## src/rtl/dmem_pkg.sv

```systemverilog
// Shared types and constants for the data-memory controller and its lane aligner.
package dmem_pkg;

  localparam int unsigned DEFAULT_ADDR_W = 14;

  localparam logic [1:0] SZ_B   = 2'd0;
  localparam logic [1:0] SZ_H   = 2'd1;
  localparam logic [1:0] SZ_W   = 2'd2;
  localparam logic [1:0] SZ_ILL = 2'd3;

  typedef enum logic [1:0] {
    RUN       = 2'd0,
    LOAD_WAIT = 2'd1,
    PROG      = 2'd2
  } dmem_state_t;

  // Illegal size or an address not aligned to the access size.
  function automatic logic is_misaligned(input logic [1:0] size, input logic [1:0] off);
    return (size == SZ_ILL) || ((size == SZ_H) && off[0]) ||
           ((size == SZ_W) && (off != 2'd0));
  endfunction

endpackage

```

## src/rtl/dmem_lane_align.sv

```systemverilog
// Byte-lane steering: store enables/replication and load extraction/extension.
module dmem_lane_align
  import dmem_pkg::*;
(
  input  logic [1:0]  i_st_size,
  input  logic [1:0]  i_st_off,
  input  logic [31:0] i_st_wdata,
  output logic [3:0]  o_st_be,
  output logic [31:0] o_st_wdata,
  input  logic [1:0]  i_ld_size,
  input  logic [1:0]  i_ld_off,
  input  logic        i_ld_unsigned,
  input  logic [31:0] i_ld_rdata,
  output logic [31:0] o_ld_data
);

  logic [4:0]  w_shamt;
  logic [31:0] w_shifted;

  assign w_shamt   = {i_ld_off, 3'b000};
  assign w_shifted = i_ld_rdata >> w_shamt;

  // Store path: narrow data is replicated so every enabled lane sees it.
  always_comb begin
    o_st_be    = 4'h0;
    o_st_wdata = i_st_wdata;
    case (i_st_size)
      SZ_B: begin
        o_st_be    = 4'b0001 << i_st_off;
        o_st_wdata = {4{i_st_wdata[7:0]}};
      end
      SZ_H: begin
        o_st_be    = 4'b0011 << i_st_off;
        o_st_wdata = {2{i_st_wdata[15:0]}};
      end
      SZ_W: o_st_be = 4'hF;
      default: o_st_be = 4'h0;
    endcase
  end

  // Load path: shift the addressed lane down, then extend.
  always_comb begin
    o_ld_data = i_ld_rdata;
    case (i_ld_size)
      SZ_B: o_ld_data = i_ld_unsigned ? {24'd0, w_shifted[7:0]}
                                      : {{24{w_shifted[7]}}, w_shifted[7:0]};
      SZ_H: o_ld_data = i_ld_unsigned ? {16'd0, w_shifted[15:0]}
                                      : {{16{w_shifted[15]}}, w_shifted[15:0]};
      default: o_ld_data = i_ld_rdata;
    endcase
  end

endmodule

```

## src/rtl/dmem_ctrl.sv

```systemverilog
// Data-memory controller: CPU load/store decode, load wait state and
// exclusive RAM ownership for the UART programmer.
module dmem_ctrl
  import dmem_pkg::*;
#(
  parameter int unsigned ADDR_W = DEFAULT_ADDR_W
) (
  input  logic              clk,
  input  logic              rst,
  input  logic              cpu_req,
  input  logic              cpu_we,
  input  logic [1:0]        cpu_size,
  input  logic              cpu_unsigned,
  input  logic [31:0]       cpu_addr,
  input  logic [31:0]       cpu_wdata,
  output logic [31:0]       cpu_rdata,
  output logic              cpu_rvalid,
  output logic              cpu_stall,
  output logic              cpu_fault,
  input  logic              upg_active,
  input  logic              upg_wen,
  input  logic [ADDR_W-1:0] upg_adr,
  input  logic [31:0]       upg_dat,
  input  logic              upg_done,
  output logic [ADDR_W-1:0] ram_addr,
  output logic [3:0]        ram_we,
  output logic [31:0]       ram_wdata,
  input  logic [31:0]       ram_rdata
);

  dmem_state_t r_state;
  dmem_state_t w_state_next;

  logic [1:0]  r_size;
  logic        r_uns;
  logic [1:0]  r_off;
  logic        r_inr;
  logic        r_upg_armed;

  logic        w_in_range;
  logic        w_misaligned;
  logic        w_upg_req;
  logic        w_ld_go;
  logic [3:0]  w_be;
  logic [31:0] w_wdata_rep;
  logic [31:0] w_rdata_ext;

  assign w_in_range   = (cpu_addr[31:16] == 16'd0);
  assign w_misaligned = is_misaligned(cpu_size, cpu_addr[1:0]);
  // Programmer request is edge-qualified: armed only after upg_active has been low.
  assign w_upg_req    = upg_active && r_upg_armed;
  assign w_ld_go      = (r_state == RUN) && !w_upg_req && cpu_req && !cpu_we && !w_misaligned;

  dmem_lane_align u_align (
    .i_st_size     (cpu_size),
    .i_st_off      (cpu_addr[1:0]),
    .i_st_wdata    (cpu_wdata),
    .o_st_be       (w_be),
    .o_st_wdata    (w_wdata_rep),
    .i_ld_size     (r_size),
    .i_ld_off      (r_off),
    .i_ld_unsigned (r_uns),
    .i_ld_rdata    (ram_rdata),
    .o_ld_data     (w_rdata_ext)
  );

  always_ff @(posedge clk) begin
    if (rst) begin
      r_state     <= RUN;
      r_size      <= SZ_B;
      r_uns       <= 1'b0;
      r_off       <= 2'd0;
      r_inr       <= 1'b0;
      r_upg_armed <= 1'b1;
    end else begin
      r_state <= w_state_next;
      if (w_ld_go) begin
        r_size <= cpu_size;
        r_uns  <= cpu_unsigned;
        r_off  <= cpu_addr[1:0];
        r_inr  <= w_in_range;
      end
      if (!upg_active) begin
        r_upg_armed <= 1'b1;
      end else if ((r_state == PROG) && upg_done) begin
        r_upg_armed <= 1'b0;
      end
    end
  end

  // RAM ports are driven in the request cycle so the RAM captures on the next edge.
  always_comb begin
    w_state_next = r_state;
    cpu_rdata    = 32'd0;
    cpu_rvalid   = 1'b0;
    cpu_stall    = 1'b0;
    cpu_fault    = 1'b0;
    ram_addr     = '0;
    ram_we       = 4'h0;
    ram_wdata    = 32'd0;
    if (!rst) begin
      unique case (r_state)
        RUN: begin
          if (w_upg_req) begin
            cpu_stall    = 1'b1;
            w_state_next = PROG;
          end else if (cpu_req) begin
            if (w_misaligned) begin
              cpu_fault = 1'b1;
            end else if (cpu_we) begin
              if (w_in_range) begin
                ram_addr  = cpu_addr[ADDR_W+1:2];
                ram_we    = w_be;
                ram_wdata = w_wdata_rep;
              end
            end else begin
              ram_addr     = cpu_addr[ADDR_W+1:2];
              cpu_stall    = 1'b1;
              w_state_next = LOAD_WAIT;
            end
          end
        end
        LOAD_WAIT: begin
          cpu_rvalid   = 1'b1;
          cpu_rdata    = r_inr ? w_rdata_ext : 32'd0;
          w_state_next = w_upg_req ? PROG : RUN;
        end
        PROG: begin
          cpu_stall = 1'b1;
          ram_addr  = upg_adr;
          ram_wdata = upg_dat;
          ram_we    = {4{upg_wen}};
          if (upg_done) begin
            w_state_next = RUN;
          end
        end
        default: w_state_next = RUN;
      endcase
    end
  end

endmodule

```

## config.mk

```make
export PLATFORM = sky130hd
export DESIGN_NAME = dmem_ctrl
export DESIGN_NICKNAME = d
export VERILOG_FILES = /design/src/rtl/dmem_pkg.sv /design/src/rtl/dmem_lane_align.sv /design/src/rtl/dmem_ctrl.sv
export SDC_FILE = /design/constraint.sdc
export NUM_CORES = 1
export LEC_CHECK = 0
export CAP_MARGIN = 20
export CORE_ASPECT_RATIO = 0.7
export CORE_MARGIN = 5
export CORE_UTILIZATION = 28
export DETAILED_ROUTE_END_ITERATION = 7
export GPL_ROUTABILITY_DRIVEN = 0
export PLACE_DENSITY = 0.82
export SLEW_MARGIN = 30
export SYNTH_ARGS = -nofsm -noshare
export SYNTH_HDL_FRONTEND = slang
export SYNTH_SLANG_ARGS = --single-unit
```

## constraint.sdc

```tcl
create_clock -name clk -period 3.3 [get_ports clk]
set_clock_uncertainty 0.05 [all_clocks]
set_input_delay 0.66 -clock clk [delete_from_list [all_inputs] [get_ports clk]]
set_output_delay 0.66 -clock clk [all_outputs]
set_load 0.005 [all_outputs]
```

**Word-level counts from Yosys, hierarchy flattened**

Cells that the tools add are included.
Widths: inputs -> output; s select.

- Flip-flop bits (word level): 9
- Output and inout port bits: 85

- Eq/ne operators: 10
- Shift operators: 3
- Multiplexer cells: 49
- Bitwise gates (word level): 1
- Reduce and logical (&&, ||, !) cells: 20

Operators with widths:

| operator | count |
|---|---|
| $mux 32 | 11 |
| $pmux 32 s2 | 3 |
| $mux 14 | 6 |
| $shr 32x5->16 | 1 |
| $pmux 14 s2 | 1 |
| $mux 4 | 6 |
| $logic_not 16->1 | 1 |
| $mux 1 | 12 |
| $mux 2 | 6 |
| $pmux 4 s3 | 1 |
| $ne 3x3->1 const B | 3 |
| $logic_and 1x1->1 | 8 |
| $pmux 4 s2 | 1 |
| $eq 2x1->1 const B | 3 |
| $eq 2x2->1 const B | 3 |
| $logic_not 2->1 | 3 |
| $pmux 2 s3 | 1 |
| $reduce_and 4->1 | 1 |
| $shl 1x2->4 const A | 1 |
| $shl 2x2->4 const A | 1 |
| $logic_not 1->1 | 3 |
| $logic_or 1x1->1 | 2 |
| $ne 2x2->1 const B | 1 |
| $pmux 1 s2 | 1 |
| other kinds (3) | 3 |

**Logic depth before layout (Yosys ltp)**

- Depth after elaboration: 9
- Mapped depth: 8

**Cells and area by module**

Synthesis repeated with hierarchy kept, for this count alone.

- Cells, all modules: 335
- Area, all modules: 2476.1 µm²

Modules (own cells, without submodules):

| module | times used | cells an instance | area each (µm²) | seq. area each (µm²) |
|---|---|---|---|---|
| dmem_ctrl | 1 | 159 | 1256.2 | 180.2 |
| dmem_lane_align | 1 | 176 | 1219.9 | 0.0 |

**Worst setup path after synthesis**

OpenSTA, ideal clock, no wires.

- Path type: input port to output port
- From: in cpu_addr[26]
- To: out ram_wdata[14]
- Data arrival time: 2.114 ns
- Required time: 2.590 ns
- Path slack: 0.476 ns
- Cell stages on the path: 6
- Path buffers: 2
- Cells stage by stage: nor4_1 -> nand4_1 -> or4_1 -> buf_2 -> buf_2 -> o21ai_1

- Word-level cells in the longest chain between the ends: 8

Ends and longest elaborated chain:

| item | line | text |
|---|---|---|
| start: declaration | dmem_ctrl.sv:14 | `input logic [31:0] cpu_addr,` |
| $logic_not 16->1 | dmem_ctrl.sv:48 | `assign w_in_range = (cpu_addr[31:16] == 16'd0);` |
| $mux 32 | dmem_ctrl.sv:111 | `if (w_in_range) begin` |
| $mux 32 | dmem_ctrl.sv:110 | `end else if (cpu_we) begin` |
| $mux 32 | dmem_ctrl.sv:108 | `if (w_misaligned) begin` |
| $mux 32 | dmem_ctrl.sv:107 | `end else if (cpu_req) begin` |
| $mux 32 | dmem_ctrl.sv:104 | `if (w_upg_req) begin` |
| $pmux 32 s2 | dmem_ctrl.sv:102 | `unique case (r_state)` |
| $mux 32 | dmem_ctrl.sv:101 | `if (!rst) begin` |
| end: declaration | dmem_ctrl.sv:27 | `output logic [31:0] ram_wdata,` |

No other way between the ends.

**Worst setup path after layout**

- From: in ram_rdata[23]
- To: out cpu_rdata[23]

- Word-level cells in the longest chain between the ends: 6
- Elaborated cells on any way between the ends: 7
- Classes of those cells: shift (1); mux (6)

Ends and longest elaborated chain:

| item | line | text |
|---|---|---|
| start: declaration | dmem_ctrl.sv:28 | `input logic [31:0] ram_rdata` |
| $shr 32x5->16 | dmem_lane_align.sv:21 | `assign w_shifted = i_ld_rdata >> w_shamt;` |
| $mux 32, on equally long branches | dmem_lane_align.sv:47, dmem_lane_align.sv:45 |  |
| $pmux 32 s2 (*) | dmem_lane_align.sv:44 | `case (i_ld_size)` |
| $mux 32 (*) | dmem_ctrl.sv:125 | `cpu_rdata = r_inr ? w_rdata_ext : 32'd0;` |
| $mux 32 (*) | dmem_ctrl.sv:102 |  |
| $mux 32 (*) | dmem_ctrl.sv:101 |  |
| end: declaration | dmem_ctrl.sv:16 | `output logic [31:0] cpu_rdata,` |

Mark *: on every way between the ends. The rest lies on a longest branch, timed or not.

==> metrics.csv <==
metric,value,unit
cp_num_buf_inv,5,
syn_nets,472,
yosysSeqAreaShare,8.52,%
p_clk_share,19.4,%
cp_cell_sequence,"dlygate4sd2_1, buf_4, mux4_2, o2111a_1, buf_12, buf_4, a21o_1, dlygate4sd2_1",
gr-total-overflow,0,
power.leakage,2.50,nW
io_pins,237,
vias,3681,
async_reset_ff_share,0,%
fillers,648,
numCtsBuffers,3,
synth_most_common_cell,nor2_1,
ir_drop,144,uV
seqPwrFrac,17.8,%
worstPathRequired,2.59,ns
hold_class,flip-flop to flip-flop,
r2r_start,r_upg_armed,
ys.warnings.count,0,
min_from,r_inr,
slew-limit-headroom,48.8,%
num_antenna_cells,0,
via_per_inst,5.31,
regToRegSetupSlack,1.69,ns
dieArea,9420,um^2
final-max-slew-violation-count,0,
synthToLayoutAreaGrowth,138,%
antenna_found_initial,0,
numClockSinks,9,
wirelength,12700,um
final_antenna_net_count,0,
drtIter0Drc,207,
synth_edf_count,0,
critPathSlowestCell,mux4_2,
syn_avg_cell_area,6.61,um^2
worst_setup_path_start_kind,input pin,
syn_area,2120,um^2
p_int,0.000456,W
grt_pass1_wl,19000,um
path_class,input pin to output port,
worst-r2r-cell-count,5,
finalSetupViolations,0,
r2r-end,r_off[1],
dpl_worst_slack,-0.515,ns
cts_hold_buf,0,
dp_cells,663,
synth_flop_cell,dfxtp_1,
period_minus_slack,3.21,ns
final_cells,693,
clk_pin_slew_worst_paths,0.05,ns
setup_slack,0.0861,ns
cts_buffer_depth,2,
ys_top_cells_by_area,"mux2i_1 16%, a21o_1 11%, a22o_1 9.1%",
period_share,97.4,%
port-buffer-count,236,
die_h,82.7,um
setup.worst_path.end_class,output port,
root_buffer,clkbuf_8,
final_util,68.8,%
path_depth,8,
wire_per_inst,18.3,um
nets,748,
synth_seq_cells,9,
crit_fanout,7,
clk_latency,0.23,ns
htree_levels,1,
max_freq,311,MHz
min_path_cells,2,
slowest_delay,0.46,ns
swShare,31.2,%
synthTopCellsByCount,"37 x nor2_1, 34 x mux2i_1, 31 x a21o_1",
netSwitchingPower,0.000207,W
rsz0062_at_grt,true,
status,finished clean,
min_to,r_inr,
dp_hpwl,10200,um
ys_types,41,
die_w,114,um
syn_inst,320,
pwr-share-comb,62.8,%
drc_errors,0,
dr.pass1.iters,4,
yosys.area.top_type,mux2i_1,
tightest_slew,0.758,ns
arrival,2.50,ns
rows,26,
core-area,7320,um^2
initial_core_util,28.9,%
synth_top_area_share,16.1,%
grt_pass1_vias,3720,
timing.hold.ws,0.466,ns
drive_gt1_share,24.2,%
grtUsageTotal,25.2,%
hold_violations,0,
crit_family,buffers and inverters,
grt_max_degree,31,
cap_violations,0,
power_density,131,nW/um^2
cts_tree,done,
## metal layers
layer / wire [um] / global-route usage (%)
met4: 240 / 5.81
met2: 6490 / 46.7
met5: 0 / 0
met1: 5020 / 30.3
met3: 904 / 5.46
## worst register-to-register path, stage by stage (launching register included)
cell      delay, ns
dfxtp_1        0.32
nand2_1        0.09
buf_4          0.13
nor4bb_1       0.61
nand3_1        0.16
a21oi_1        0.17
## logic make-up (layout without fill, tap and decap cells)
| family | Yosys count | in the layout | share of synthesized area [%] |
|---|---|---|---|
| and+or+nand+nor | 100 | 100 | 22.5 |
| DFF | 9 | 9 | 8.52 |
| buffers and inverters | 32 | 307 | 6.03 |
| AOI/OAI and AO/OA | 143 | 143 | 45.2 |
| muxes | 36 | 36 | 17.7 |
## cell type report
cell class	instances	area [um^2]	area share, %
Clock buffer	4	45.0	0.894
Multi-Input combinational cell	279	1920	38.2
Sequential cell	9	180	3.58
Timing Repair Buffer	301	2760	54.8
Inverter	2	7.51	0.149
Tap cell	98	123	2.43
## layout by cell type, fill, tap and decap left out, types with 5 or more instances in the layout
| cell type | instances |
|---|---|
| a21o_1 | 31 |
| a21oi_1 | 29 |
| a22o_1 | 22 |
| buf_2 | 19 |
| buf_4 | 54 |
| buf_6 | 9 |
| clkbuf_2 | 12 |
| clkdlybuf4s15_1 | 7 |
| clkdlybuf4s15_2 | 12 |
| clkdlybuf4s50_1 | 137 |
| dfxtp_1 | 9 |
| dlygate4sd2_1 | 43 |
| mux2i_1 | 34 |
| nand2_1 | 29 |
| nand3_1 | 5 |
| nor2_1 | 34 |
| o21ai_0 | 17 |
| o21ai_1 | 22 |
| o21ai_2 | 6 |
| o221a_2 | 7 |
## stage by stage
step | instance area, um^2 | TNS, ns | total power (W)
global placement | 4810 | -20.83 | 0.000521
detailed placement | 4810 | -27.28 | 0.000530
CTS | 5020 | -1.55 | 0.000651
floorplan | 2120 | 0 | 0.000235
global route | 5040 | -0.0495 | 0.000703
finish | 5040 | 0 | 0.000662
## what timing repair did
item	in CTS	in global routing
setup endpoints to repair	74	64
pin swaps	9	12
gates cloned	2	0
resized for setup	203	59
setup buffers	25	2
## worst max-delay path by stage
stage	start	endpoint	slack, ns
floorplan	cpu_addr[26]	ram_wdata[14]	0.48
global placement	cpu_addr[26]	ram_we[3]	-0.39
detailed placement	cpu_addr[17]	ram_wdata[9]	-0.51
CTS	cpu_addr[1]	ram_wdata[13]	-0.11
global route	cpu_size[0]	ram_wdata[12]	-0.008
finish	ram_rdata[23]	cpu_rdata[23]	0.09
## flip-flops by register name, summed over array words and instances, names as in the netlist
register and flops:
r_upg_armed 1, r_uns 1, r_size 2, r_state 2, r_off 2, r_inr 1
## power by group through the flow
| stage | logic (W) | registers (W) | clock network [W] |
|---|---|---|---|
| after floorplan | 0.000120 | 0.000115 | 0 |
| after global placement | 0.000402 | 0.000119 | 0 |
| after detailed placement | 0.000411 | 0.000119 | 0 |
| after CTS | 0.000405 | 0.000117 | 0.000129 |
| after global routing | 0.000446 | 0.000118 | 0.000139 |
| final | 0.000416 | 0.000118 | 0.000129 |
(Power assumes the default switching activity.)
